**src/rtl/sum_acc_pkg.sv**
```systemverilog
// Shared types and default sizing for the sum accumulator.
package sum_acc_pkg;
  localparam int SUM_W_DEF = 5;
  localparam int N_DEF     = 8;
  localparam int ACC_W_DEF = 8;

  typedef enum logic {
    ACC  = 1'b0,
    DONE = 1'b1
  } state_e;
endpackage

```
**src/rtl/sum_accumulator_sat_add.sv**
```systemverilog
// Saturating unsigned adder: clamps to all-ones and flags the clamp.
module sat_add #(
  parameter int W = 8
) (
  input  logic [W-1:0] i_acc,
  input  logic [W-1:0] i_samp,
  output logic [W-1:0] o_sum,
  output logic         o_sat
);
  logic [W:0] w_full;

  assign w_full = {1'b0, i_acc} + {1'b0, i_samp};
  assign o_sat  = w_full[W];
  assign o_sum  = o_sat ? '1 : w_full[W-1:0];
endmodule

```
**src/rtl/sum_accumulator.sv**
```systemverilog
// Accumulates blocks of up to N upstream sums, then holds the total
// until the consumer takes it. Assumes ACC_W >= SUM_W.
module sum_accumulator
  import sum_acc_pkg::*;
#(
  parameter int SUM_W = SUM_W_DEF,
  parameter int N     = N_DEF,
  parameter int ACC_W = ACC_W_DEF,
  localparam int CNT_W = $clog2(N + 1)
) (
  input  logic             clk,
  input  logic             rst_n,
  input  logic             in_valid,
  output logic             in_ready,
  input  logic [SUM_W-1:0] in_sum,
  input  logic             flush,
  output logic             out_valid,
  input  logic             out_ready,
  output logic [ACC_W-1:0] out_acc,
  output logic [CNT_W-1:0] out_count,
  output logic             out_ovf
);
  state_e           r_state, w_state_nxt;
  logic [ACC_W-1:0] r_acc;
  logic [CNT_W-1:0] r_cnt;
  logic             r_ovf;

  logic [ACC_W-1:0] w_samp, w_sum;
  logic             w_sat, w_accept, w_last, w_release;

  assign w_samp    = ACC_W'(in_sum);
  assign w_accept  = in_valid && (r_state == ACC);
  assign w_last    = (r_cnt == CNT_W'(N - 1));
  assign w_release = (r_state == DONE) && out_ready;

  sat_add #(.W(ACC_W)) u_sat_add (
    .i_acc  (r_acc),
    .i_samp (w_samp),
    .o_sum  (w_sum),
    .o_sat  (w_sat)
  );

  always_ff @(posedge clk or negedge rst_n) begin
    if (!rst_n) r_state <= ACC;
    else        r_state <= w_state_nxt;
  end

  // An empty block never closes: flush needs a prior or same-cycle sample.
  always_comb begin
    w_state_nxt = r_state;
    case (r_state)
      ACC: begin
        if (w_accept && (w_last || flush))  w_state_nxt = DONE;
        else if (flush && (r_cnt != '0))    w_state_nxt = DONE;
      end
      DONE: begin
        if (out_ready) w_state_nxt = ACC;
      end
      default: w_state_nxt = ACC;
    endcase
  end

  always_ff @(posedge clk or negedge rst_n) begin
    if (!rst_n) begin
      r_acc <= '0;
      r_cnt <= '0;
      r_ovf <= 1'b0;
    end else if (w_release) begin
      r_acc <= '0;
      r_cnt <= '0;
      r_ovf <= 1'b0;
    end else if (w_accept) begin
      r_acc <= w_sum;
      r_cnt <= r_cnt + CNT_W'(1);
      r_ovf <= r_ovf | w_sat;
    end
  end

  // Accumulator state is frozen in DONE, so it drives the result directly.
  assign in_ready  = (r_state == ACC);
  assign out_valid = (r_state == DONE);
  assign out_acc   = r_acc;
  assign out_count = r_cnt;
  assign out_ovf   = r_ovf;
endmodule

```
**config.mk**
```make
export PLATFORM = sky130hd
export DESIGN_NAME = sum_accumulator
export DESIGN_NICKNAME = d
export VERILOG_FILES = /design/src/rtl/sum_acc_pkg.sv /design/src/rtl/sum_accumulator_sat_add.sv /design/src/rtl/sum_accumulator.sv
export SDC_FILE = /design/constraint.sdc
export NUM_CORES = 1
export LEC_CHECK = 0
export CORE_UTILIZATION = 52
export DETAILED_ROUTE_END_ITERATION = 10
export PLACE_DENSITY = 0.82
export RECOVER_POWER = 100
export SYNTH_ARGS = -nofsm -noshare
export SYNTH_HDL_FRONTEND = slang
export SYNTH_HIERARCHICAL = 1
export SYNTH_SLANG_ARGS = --single-unit
```
**constraint.sdc**
```tcl
create_clock -name clk -period 4.3 [get_ports clk]
set_clock_uncertainty 0.2 [all_clocks]
set_input_delay 0.645 -clock clk [delete_from_list [all_inputs] [get_ports clk]]
set_output_delay 0.645 -clock clk [all_outputs]
set_load 0.02 [all_outputs]
```
==> parameters.txt, run 1 <==
Parameter                              Value

GRT
  Overflow after GRT    0
  Wire length of the first global-routing pass    4.077 mm
  Overall global routing resource usage    22.60%
  Pin count of the biggest net entering global routing    19
  Number of antenna violations at the first check in global routing    0
  Vias in the first global route    about 920

Logic synthesis
  Count of flip-flops with a built-in enable after synthesis    0
  Share of the yosys chip area belonging to registers    31.43%
  Post-synthesis share of cell area spent on full adders, half adders and majority gates    approximately an eighth
  Post-synthesis cell type count    36
  Share of cell area taken by muxes after synthesis    under 10%
  Post-synthesis cell count    120
  Area fraction in compound gates after synthesis    about a fifth
  Top cells by instance count after synthesis    sky130_fd_sc_hd__nand2_1, sky130_fd_sc_hd__dfrtp_1, sky130_fd_sc_hd__o21ai_0, sky130_fd_sc_hd__ha_1, sky130_fd_sc_hd__mux2i_1
  Number of warning messages in the yosys log    6
  Register bit total from synthesis    14
  Area share of the largest cell type after synthesis    31.43%
  Async SR Flop Fraction    100.0%
  Xor/xnor share of the synthesized area    5.499%
  Cell type with the highest aggregate area in the netlist    sky130_fd_sc_hd__dfrtp_1
  Top_reg_cell synth    sky130_fd_sc_hd__dfrtp_1
  Most frequent cell after synthesis    sky130_fd_sc_hd__nand2_1
  Combinational family with the most area after synthesis    compound AO/OA/AOI/OAI gates
  Cell Area, Synth    1115 um2
  Synth area leaders    sky130_fd_sc_hd__dfrtp_1, sky130_fd_sc_hd__ha_1, sky130_fd_sc_hd__mux2i_1
  Post-synthesis average cell area    9.290 um2
  Fraction of the mapped netlist area in simple logic gates    between 15 and 20%

Routing
  Avg WL per Cell    13.34 um
  Sum of routed wire length over all layers    2.308 mm
  Drt pass-1 iters    2
  Detailed-route vias per instance    5.422
  Initial detailed-routing violation count    11
  Vias after detailed routing    938
  Count of unresolved DRC violations after routing    0
  Antenna-violating nets left    0

Finish
  Number of antenna repair diodes    0
  # fillers    158
  Synthesis-to-finish area growth    23.68%
  Ratio of cells with drive above 1 in the final layout    7.534%
  NumNets Final    168

Clock tree
  Clock tree root driver cell    sky130_fd_sc_hd__clkbuf_4
  TritonCTS clock tree    yes
  Cts hold-fix bufs    0
  Level count of the clock H-tree    1
  CTS-repair resized insts    0
  Count of clock tree sinks    14
  Number of buffers created by CTS    3
  Post-CTS setup buffer count    0
  Longest Clk Path Bufs    2
  Clock-pin slew reported for the worst setup and hold paths after clock tree synthesis    roughly 90 ps
  Clk Latency, worst-skew pair    around 280 ps

STA
  Tightest hold margin    353.7 ps
  Minimum clock period    2986 ps
  Number of hold-slack violations in the final timing report    0
  Slew at the pin closest to its max-slew limit    745.8 ps
  Maximum operating frequency    approximately 330 MHz
  Fraction of the cycle the final worst path needs    69.44%
  Max-slew violation count    0
  # setup viols final    0
  Total negative slack for setup checks    0 ps
  RSZ-0062 raised after global routing    no
  Normalized max-slew margin    between 50% and 60%

Hold path
  HP Class    reg2reg

Setup path
  Critical path start-end classification    in2reg
  Worst setup EP type    flip-flop
  Setup crit start kind    input pin
  Cell type with the highest occurrence count on the critical path    sky130_fd_sc_hd__a21oi_1
  Largest delay contributor family on the critical path    compound AO/OA/AOI/OAI gates
  Peak per-stage delay on the critical path    roughly 540 ps
  Highest net fanout along the worst path    8
  Cell-by-cell listing of the critical path    dlygate4sd3_1 > ha_1 > fa_1 > a21oi_1 > o211a_1 > o21a_1 > inv_1 > a21oi_1 > o22ai_1
  Worst EP required    around 4200 ps
  Number of buffers and inverters on the critical path    2
  Critical-path top delay cell    sky130_fd_sc_hd__dlygate4sd3_1
  Arrival @ worst endpoint    2930 ps

Floorplanning
  Top-level port count    25
  Chip Width    48.30 um
  Die H    around 48 um
  Total die area    2333 um2
  Initial standard-cell utilization of the core    56.25%
  Number of rows in the core area    16
  Core outline area    1982 um2

Power
  IR Drop Worst-Case VDD    0.4047 mV
  Pwr/cell area    659.8 nW/um2
  Lkg Pwr    0.6686 nW
  Total Power Consumption    0.9097 mW

Run status
  Run status    finished, final reports clean

Place
  Placer Congestion    0.8386
  Number of buffers added on ports    24
  DP Wirelength    1.645 mm

Flow run
  MaxCap Viol Count    0
[per-layer routing]
layer / vias up / wire length (um) / global-route usage [%]
met5: - / 0 / 0
met4: 0 / 13 / 4.412
met3: 2 / 91 / 5.975
met2: 22 / 1121 / 38.73
met1: 443 / 1081 / 28.77
li1: 471 / - / -
[cells in the final DEF, fill, tap and decap left out]
cell,synthesis,final
sky130_fd_sc_hd__a21o_1,2,2
sky130_fd_sc_hd__a21oi_1,6,6
sky130_fd_sc_hd__a21oi_2,1,1
sky130_fd_sc_hd__a22oi_1,1,1
sky130_fd_sc_hd__a41oi_1,1,1
sky130_fd_sc_hd__and2_1,1,1
sky130_fd_sc_hd__and2b_2,1,1
sky130_fd_sc_hd__and3_2,1,1
sky130_fd_sc_hd__clkbuf_4,0,3
sky130_fd_sc_hd__clkbuf_8,0,1
sky130_fd_sc_hd__clkdlybuf4s50_1,0,6
sky130_fd_sc_hd__conb_1,1,3
sky130_fd_sc_hd__dfrtp_1,14,14
sky130_fd_sc_hd__dlygate4sd3_1,0,18
sky130_fd_sc_hd__fa_1,1,1
sky130_fd_sc_hd__ha_1,10,10
sky130_fd_sc_hd__inv_1,9,9
sky130_fd_sc_hd__mux2i_1,10,10
sky130_fd_sc_hd__nand2_1,18,18
sky130_fd_sc_hd__nand2b_2,2,2
sky130_fd_sc_hd__nand3_1,3,4
sky130_fd_sc_hd__nand4_1,2,2
sky130_fd_sc_hd__nor2_1,2,2
sky130_fd_sc_hd__nor3_1,2,2
sky130_fd_sc_hd__nor4b_1,1,1
sky130_fd_sc_hd__o2111a_1,1,1
sky130_fd_sc_hd__o211a_1,1,1
sky130_fd_sc_hd__o21a_1,0,1
sky130_fd_sc_hd__o21ai_0,11,11
sky130_fd_sc_hd__o21ai_1,1,1
sky130_fd_sc_hd__o22ai_1,1,1
sky130_fd_sc_hd__o311a_2,1,1
sky130_fd_sc_hd__o31ai_1,1,1
sky130_fd_sc_hd__o41ai_2,1,1
sky130_fd_sc_hd__xnor2_1,3,3
sky130_fd_sc_hd__xor2_1,4,4
[power breakdown]
part	internal (mW)	total [mW]	leakage [nW]	switching, mW
logic	0.254	0.552	0.468	0.298
registers	0.184	0.263	0.180	0.0791
clock network	0.0516	0.0952	0.0210	0.0436
total	0.489	0.910	0.669	0.421
[registers in the layout, summed over array words and instances (netlist names)]
name,count
out_acc,8
out_count,4
out_ovf,1
out_valid,1
[per-stage QoR]
stage               instances  instance area (um2)  worst slack, ps  util [%]
CTS                       173                 1391             1585     70.20
global placement          169                 1355             1367     68.37
floorplan                 122                 1122             1904         -
global route              173                 1379             1122     69.57
detailed placement        169                 1355             1322     68.37
finish                    173                 1379             1314     69.57
[logic make-up after synthesis]
family	Yosys count
AO/OA/AOI/OAI	30
XOR/XNOR	7
adder cells (fa/ha/maj)	11
buffers and inverters	13
flip-flops	14
multiplexers	10
other	1
AND/OR/NAND/NOR	34
[area by class of cell]
cell class	instances	area [um2]	share of cell area [%]
timing repair buffer	24	240.2	17.42
inverter	9	33.78	2.450
tap	27	33.78	2.450
sequential	14	350.3	25.41
clock buffer	4	36.28	2.632
multi-input combinational	95	684.4	49.64
[path summary, 6_finish.rpt]
kind                                   end  startpoint  cells after the start  slack (ps)
worst max-delay path               out_ovf   in_sum[0]                      9        1310
worst min-delay path            out_acc[4]  out_acc[4]                      2         350
worst max register to register     out_ovf  out_acc[0]                      8        1760
worst min register to register  out_acc[4]  out_acc[4]                      2         350
max in group asynchronous       out_acc[7]       rst_n                      1        2850
min in group asynchronous       out_acc[1]       rst_n                      1         620
[tightest hold or removal path, stage by stage, from the launching register on]
cell and delay, ps:
sky130_fd_sc_hd__dfrtp_1 390, sky130_fd_sc_hd__nand2_1 60, sky130_fd_sc_hd__o21ai_0 60
Note: power is estimated with default switching activity, not from simulation.
==> inputs of run 2 (changes only) <==
--- a/config.mk
+++ b/config.mk
@@ -5,9 +5,9 @@
 export SDC_FILE = /design/constraint.sdc
 export NUM_CORES = 1
 export LEC_CHECK = 0
-export CORE_UTILIZATION = 52
+export CORE_UTILIZATION = 50
 export DETAILED_ROUTE_END_ITERATION = 10
-export PLACE_DENSITY = 0.82
+export PLACE_DENSITY = 0.79
 export RECOVER_POWER = 100
 export SYNTH_ARGS = -nofsm -noshare
 export SYNTH_HDL_FRONTEND = slang
==> constraint.sdc (replaced) <==
create_clock -name clk -period 2.9 [get_ports clk]
set_clock_uncertainty 0.2 [all_clocks]
set_input_delay 0.435 -clock clk [delete_from_list [all_inputs] [get_ports clk]]
set_output_delay 0.435 -clock clk [all_outputs]
set_load 0.02 [all_outputs]
==> parameters.txt, run 2 (synthesized netlist as in run 1, its figures left out) <==
Parameter                              Value

Run status
  Run status    finished, final reports clean

STA
  Final critical-path setup slack    382.8 ps (-931.2 ps)
  Minimum clock period    ~2500 ps
  Normalized max-slew margin    46.06% (-4.1 points)
  RSZ-0062 raised after global routing    no
  Max-slew violation count    0 (unchanged)
  Tightest hold margin    344.3 ps (-9.408 ps)
  Slew at the pin closest to its max-slew limit    806.5 ps (+60.64 ps)
  Maximum operating frequency    between 300 and 400 MHz
  Number of hold-slack violations in the final timing report    0 (unchanged)
  Fraction of the cycle the final worst path needs    86.80%
  Total negative slack for setup checks    0 ps (unchanged)
  # setup viols final    0 (unchanged)

Flow run
  MaxCap Viol Count    0 (unchanged)

GRT
  Vias in the first global route    901 (-1.9%)
  Pin count of the biggest net entering global routing    19 (unchanged)
  Overall global routing resource usage    21.51% (-1.1 points)
  Number of antenna violations at the first check in global routing    0 (unchanged)
  Overflow after GRT    0 (unchanged)
  Wire length of the first global-routing pass    4.022 mm (-1.3%)

Floorplanning
  Core outline area    2022 um2 (+2.0%)
  Top-level port count    25 (unchanged)
  Chip Width    49.22 um (+1.9%)
  Total die area    2423 um2 (+3.8%)
  Number of rows in the core area    16 (unchanged)
  Die H    49.22 um (+1.9%)
  Initial standard-cell utilization of the core    55.14% (-1.1 points)

Place
  DP Wirelength    1.692 mm (+2.9%)
  Placer Congestion    0.8300 (-1.0%)
  Post-Place Cell Area    1355 um2 (unchanged)
  Post-placement setup slack    76.59 ps (-1245 ps)
  Number of buffers added on ports    24 (unchanged)
  Placed insts    169 (unchanged)

Finish
  Largest register FFs    8 (unchanged)
  NumNets Final    168 (unchanged)
  Number of antenna repair diodes    0 (unchanged)
  Post-layout instance area    1386 um2 (+0.54%)
  Final core utilization    68.56% (-1.0 points)
  Most common library cell in the layout ignoring fill and taps    sky130_fd_sc_hd__nand2_1
  Post-route insts no fill    173 (unchanged)
  Ratio of cells with drive above 1 in the final layout    8.219% (+0.68 points)
  Commonest cells after routing, fill and taps aside    sky130_fd_sc_hd__nand2_1, sky130_fd_sc_hd__dlygate4sd3_1, sky130_fd_sc_hd__dfrtp_1, sky130_fd_sc_hd__o21ai_0
  Synthesis-to-finish area growth    24.35%

Clock tree
  Number of buffers created by CTS    3 (unchanged)
  Longest Clk Path Bufs    2 (unchanged)
  Clk Latency, worst-skew pair    280 ps (about the same)
  Clock tree root driver cell    sky130_fd_sc_hd__clkbuf_4
  CTS-repair resized insts    0 (unchanged)
  Level count of the clock H-tree    1 (unchanged)
  Cts hold-fix bufs    0 (unchanged)
  Count of clock tree sinks    14 (unchanged)
  Post-CTS setup buffer count    0 (unchanged)
  TritonCTS clock tree    yes
  Clock-pin slew reported for the worst setup and hold paths after clock tree synthesis    90 ps (about the same)

Power
  Lkg Pwr    0.6700 nW (+0.22%)
  Pwr/cell area    980.2 nW/um2 (+49%)
  IR Drop Worst-Case VDD    0.5944 mV (+47%)
  Total Power Consumption    1.359 mW (+49%)

Hold path
  Hold Path End    out_acc[0]
  Origin of the worst min-delay path    out_acc[0]
  HP Class    reg2reg
  Worst Hold Depth    2 (unchanged)

Setup path
  Critical path start-end classification    in2reg
  R2R Path Start    out_acc[0]
  Worst EP required    2850 ps (-1390 ps)
  Worst setup EP type    flip-flop
  Destination of the worst register-to-register timing path    out_acc[2]
  Setup slack of the worst register-to-register path    510 ps (-1250 ps)
  Highest net fanout along the worst path    8 (unchanged)
  Arrival @ worst endpoint    2460 ps (-470 ps)
  Depth of the worst register-to-register path    8 (unchanged)
  Setup crit start kind    input pin

Routing
  Antenna-violating nets left    0 (unchanged)
  Detailed-route vias per instance    5.462 (+0.75%)
  Drt pass-1 iters    4 (+2)
  Initial detailed-routing violation count    16 (+5)
  Vias after detailed routing    945 (+0.75%)
  Sum of routed wire length over all layers    2.303 mm (-0.22%)
  Count of unresolved DRC violations after routing    0 (unchanged)
  Avg WL per Cell    13.31 um (-0.22%)
[run 2: changes by cell type in the layout (fill, tap and decap cells not counted), sizes merged]
cell / change
clkdlybuf4s50: +1
dlygate4sd3: -1
[run 2: layout make-up]
type | instances | area, um2
Inverter | 9 | 33.78
Clock buffer | 4 | 36.28
Timing Repair Buffer | 24 | 240.2
Tap cell | 27 | 33.78
Multi-Input combinational cell | 95 | 691.9
Fill cell | 162 | 635.6
Sequential cell | 14 | 350.3
[run 2: critical path, cell delays in order]
cell and delay [ps]:
sky130_fd_sc_hd__clkdlybuf4s50_1 410, sky130_fd_sc_hd__ha_1 210, sky130_fd_sc_hd__fa_1 420, sky130_fd_sc_hd__a21oi_1 220, sky130_fd_sc_hd__o211a_1 240, sky130_fd_sc_hd__o21a_4 210
sky130_fd_sc_hd__nand2_1 70, sky130_fd_sc_hd__mux2i_1 130, sky130_fd_sc_hd__o21ai_0 110
[run 2: worst max-delay path by stage]
| stage | endpoint | start | slack [ps] |
|---|---|---|---|
| floorplan | out_ovf | out_acc[0] | 620 |
| global placement | out_acc[5] | in_sum[0] | 170 |
| detailed placement | out_acc[2] | in_sum[0] | 80 |
| CTS | out_acc[2] | in_sum[0] | 390 |
| global route | out_acc[2] | in_sum[0] | 240 |
| finish | out_acc[2] | in_sum[0] | 380 |
[run 2: where the power goes]
group / switching, mW / internal (mW) / total [mW] / leakage (nW)
Clock: 0.0693 / 0.0764 / 0.146 / 0.0210
Combinational: 0.442 / 0.383 / 0.825 / 0.469
Sequential: 0.115 / 0.273 / 0.388 / 0.180
[run 2: metal layers]
metal  part of all wire [%]  GRT usage [%]  vias to the layer above  routed length, um
li1                       -              -                      474                  -
met1                     48          25.63                      445               1106
met2                     48          37.44                       23               1105
met3                    3.2          4.050                        3                 74
met4                   0.74          8.824                        0                 17
met5                      0              0                        -                  0
==> inputs of run 3 (changes only) <==
--- a/config.mk
+++ b/config.mk
@@ -7,7 +7,7 @@
 export LEC_CHECK = 0
 export CORE_UTILIZATION = 50
 export DETAILED_ROUTE_END_ITERATION = 10
-export PLACE_DENSITY = 0.79
+export PLACE_DENSITY = 0.87
 export RECOVER_POWER = 100
 export SYNTH_ARGS = -nofsm -noshare
 export SYNTH_HDL_FRONTEND = slang
==> parameters.txt, run 3 (synthesized netlist as in run 1, its figures left out) <==
Parameter                              Value

Run status
  Run status    finished, final reports clean

STA
  Final critical-path setup slack    296.4 ps (-86.45 ps)
  Slew at the pin closest to its max-slew limit    642.3 ps (-164.2 ps)
  # setup viols final    0 (unchanged)
  Minimum clock period    2604 ps (+86.45 ps)
  Maximum operating frequency    384.1 MHz (-3.3%)
  Total negative slack for setup checks    0 ps (unchanged)
  Max-slew violation count    0 (unchanged)
  Fraction of the cycle the final worst path needs    89.78% (+3.0 points)
  Number of hold-slack violations in the final timing report    0 (unchanged)
  Normalized max-slew margin    57.04% (+11 points)
  RSZ-0062 raised after global routing    no

Setup path
  Worst setup EP type    flip-flop
  Arrival @ worst endpoint    2560 ps (+100 ps)
  Depth of the worst register-to-register path    8 (unchanged)
  Setup crit start kind    input pin
  Critical path start-end classification    in2reg
  Highest net fanout along the worst path    8 (unchanged)
  Setup slack of the worst register-to-register path    540 ps (+30 ps)
  Destination of the worst register-to-register timing path    out_acc[5]
  R2R Path Start    out_acc[0]
  Worst EP required    2850 ps (about the same)

Power
  Lkg Pwr    0.6776 nW (+1.1%)
  Internal power of the cells    0.7362 mW (+0.52%)
  Fraction of power consumed by the clock network    10.5% (-0.2 points)
  Switching part of the total power    46.52% (+0.41 points)
  Pwr/cell area    984.9 nW/um2 (+0.47%)
  Relative contribution of combinational cells to total power    61.2% (+0.5 points)
  Sequential share of power    28.3% (-0.2 points)
  IR Drop Worst-Case VDD    0.5311 mV (-11%)
  Net Switching    0.6403 mW (+2.2%)

Finish
  Synthesis-to-finish area growth    25.36%
  # fillers    166 (+2.5%)
  Area of combinational cells with multiple inputs    695.7 um2 (+0.54%)
  Commonest cells after routing, fill and taps aside    sky130_fd_sc_hd__nand2_1, sky130_fd_sc_hd__dlygate4sd3_1, sky130_fd_sc_hd__dfrtp_1, sky130_fd_sc_hd__o21ai_0
  Largest register FFs    8 (unchanged)
  NumNets Final    169 (+0.60%)
  Ratio of cells with drive above 1 in the final layout    8.844% (+0.62 points)
  Number of antenna repair diodes    0 (unchanged)
  Flip-flop and latch area    350.3 um2 (unchanged)

Clock tree
  Clock tree root driver cell    sky130_fd_sc_hd__clkbuf_4
  Cts hold-fix bufs    0 (unchanged)
  Post-CTS setup buffer count    0 (unchanged)
  CTS-repair resized insts    0 (unchanged)
  Clock-pin slew reported for the worst setup and hold paths after clock tree synthesis    90 ps (about the same)
  Clk Latency, worst-skew pair    290 ps (about the same)
  Count of clock tree sinks    14 (unchanged)
  Number of buffers created by CTS    3 (unchanged)
  TritonCTS clock tree    yes
  Longest Clk Path Bufs    2 (unchanged)
  Level count of the clock H-tree    1 (unchanged)

Routing
  Drt pass-1 iters    4 (unchanged)
  Sum of routed wire length over all layers    2.432 mm (+5.6%)
  Vias after detailed routing    946 (+0.11%)
  Initial detailed-routing violation count    11 (-5)
  Detailed-route vias per instance    5.437 (-0.47%)
  Count of unresolved DRC violations after routing    0 (unchanged)
  Antenna-violating nets left    0 (unchanged)
  Avg WL per Cell    13.98 um (+5.0%)

GRT
  Wire length of the first global-routing pass    4.160 mm (+3.4%)
  Number of antenna violations at the first check in global routing    0 (unchanged)
  Overflow after GRT    0 (unchanged)
  Pin count of the biggest net entering global routing    19 (unchanged)
  Vias in the first global route    909 (+0.89%)
  Overall global routing resource usage    22.16% (+0.65 points)

Place
  DP Wirelength    1.811 mm (+7.0%)
  Placer Congestion    0.8097 (-2.4%)
  Post-placement setup slack    127.6 ps (+50.98 ps)
  Number of buffers added on ports    24 (unchanged)

Hold path
  HP Class    reg2reg
  Worst Hold Depth    2 (unchanged)
  Origin of the worst min-delay path    out_acc[0]
  Hold Path End    out_acc[0]

Floorplanning
  Total die area    2423 um2 (unchanged)
  Die H    49.22 um (unchanged)
  Chip Width    49.22 um (unchanged)
  Number of rows in the core area    16 (unchanged)
  Core outline area    2022 um2 (unchanged)
  Top-level port count    25 (unchanged)
  Initial standard-cell utilization of the core    55.14% (unchanged)

Flow run
  MaxCap Viol Count    0 (unchanged)
## run 3: changes by cell type in the layout (fill, tap and decap cells not counted), sizes merged
cell / change
buf: +1
dlygate4sd3: +1
clkdlybuf4s50: -1
## run 3: cell type report
cell class,count,share of cell area [%]
multi-input cells,95,49.78
flip-flops and latches,14,25.07
repair buffers,25,17.73
clock buffers,4,2.596
inverters,9,2.417
well taps,27,2.417
## run 3: per-layer routing
metal  wire (um)  share of wire, %  global-route usage, %
met2        1240                51                  36.30
met4          21              0.86                  6.863
met5           0                 0                      0
met1        1095                45                  28.96
met3          75               3.1                  4.673
## run 3: worst max-delay path: stages
cell	delay, ps
sky130_fd_sc_hd__dlygate4sd3_1	540
sky130_fd_sc_hd__ha_1	210
sky130_fd_sc_hd__fa_1	430
sky130_fd_sc_hd__a21oi_1	220
sky130_fd_sc_hd__o211a_1	240
sky130_fd_sc_hd__o21a_4	200
sky130_fd_sc_hd__nand3_2	70
sky130_fd_sc_hd__mux2i_1	120
sky130_fd_sc_hd__o21ai_0	90
## run 3: power groups by stage
stage                     combinational (mW)  clock (mW)  sequential (mW)
after floorplan                        0.522           0            0.451
after detailed placement               0.864           0            0.397
after global placement                 0.834           0            0.391
final                                  0.843       0.145            0.389
after global routing                   0.933       0.158            0.405
after CTS                              0.872       0.151            0.393
## run 3: worst max path at each step
stage / start / endpoint / slack (ps) / depth (start not counted)
CTS: in_sum[0] / out_acc[5] / 440 / 9
global placement: in_sum[0] / out_ovf / 190 / 9
detailed placement: in_sum[0] / out_acc[5] / 130 / 9
finish: in_sum[0] / out_acc[5] / 300 / 9
global route: in_sum[0] / out_acc[5] / 150 / 9
floorplan: out_acc[0] / out_ovf / 620 / 8
## run 3: through the flow
step	std cells	hold WS (ps)	utilization [%]	instance area [um2]	power, mW
after global placement	170	320.9	67.39	1363	1.224
after floorplan	122	-60.59	-	1122	0.9730
final	174	347.3	69.12	1398	1.376
after CTS	174	343.2	69.18	1399	1.416
after global routing	174	387.1	69.12	1398	1.496
after detailed placement	170	332.2	67.39	1363	1.262
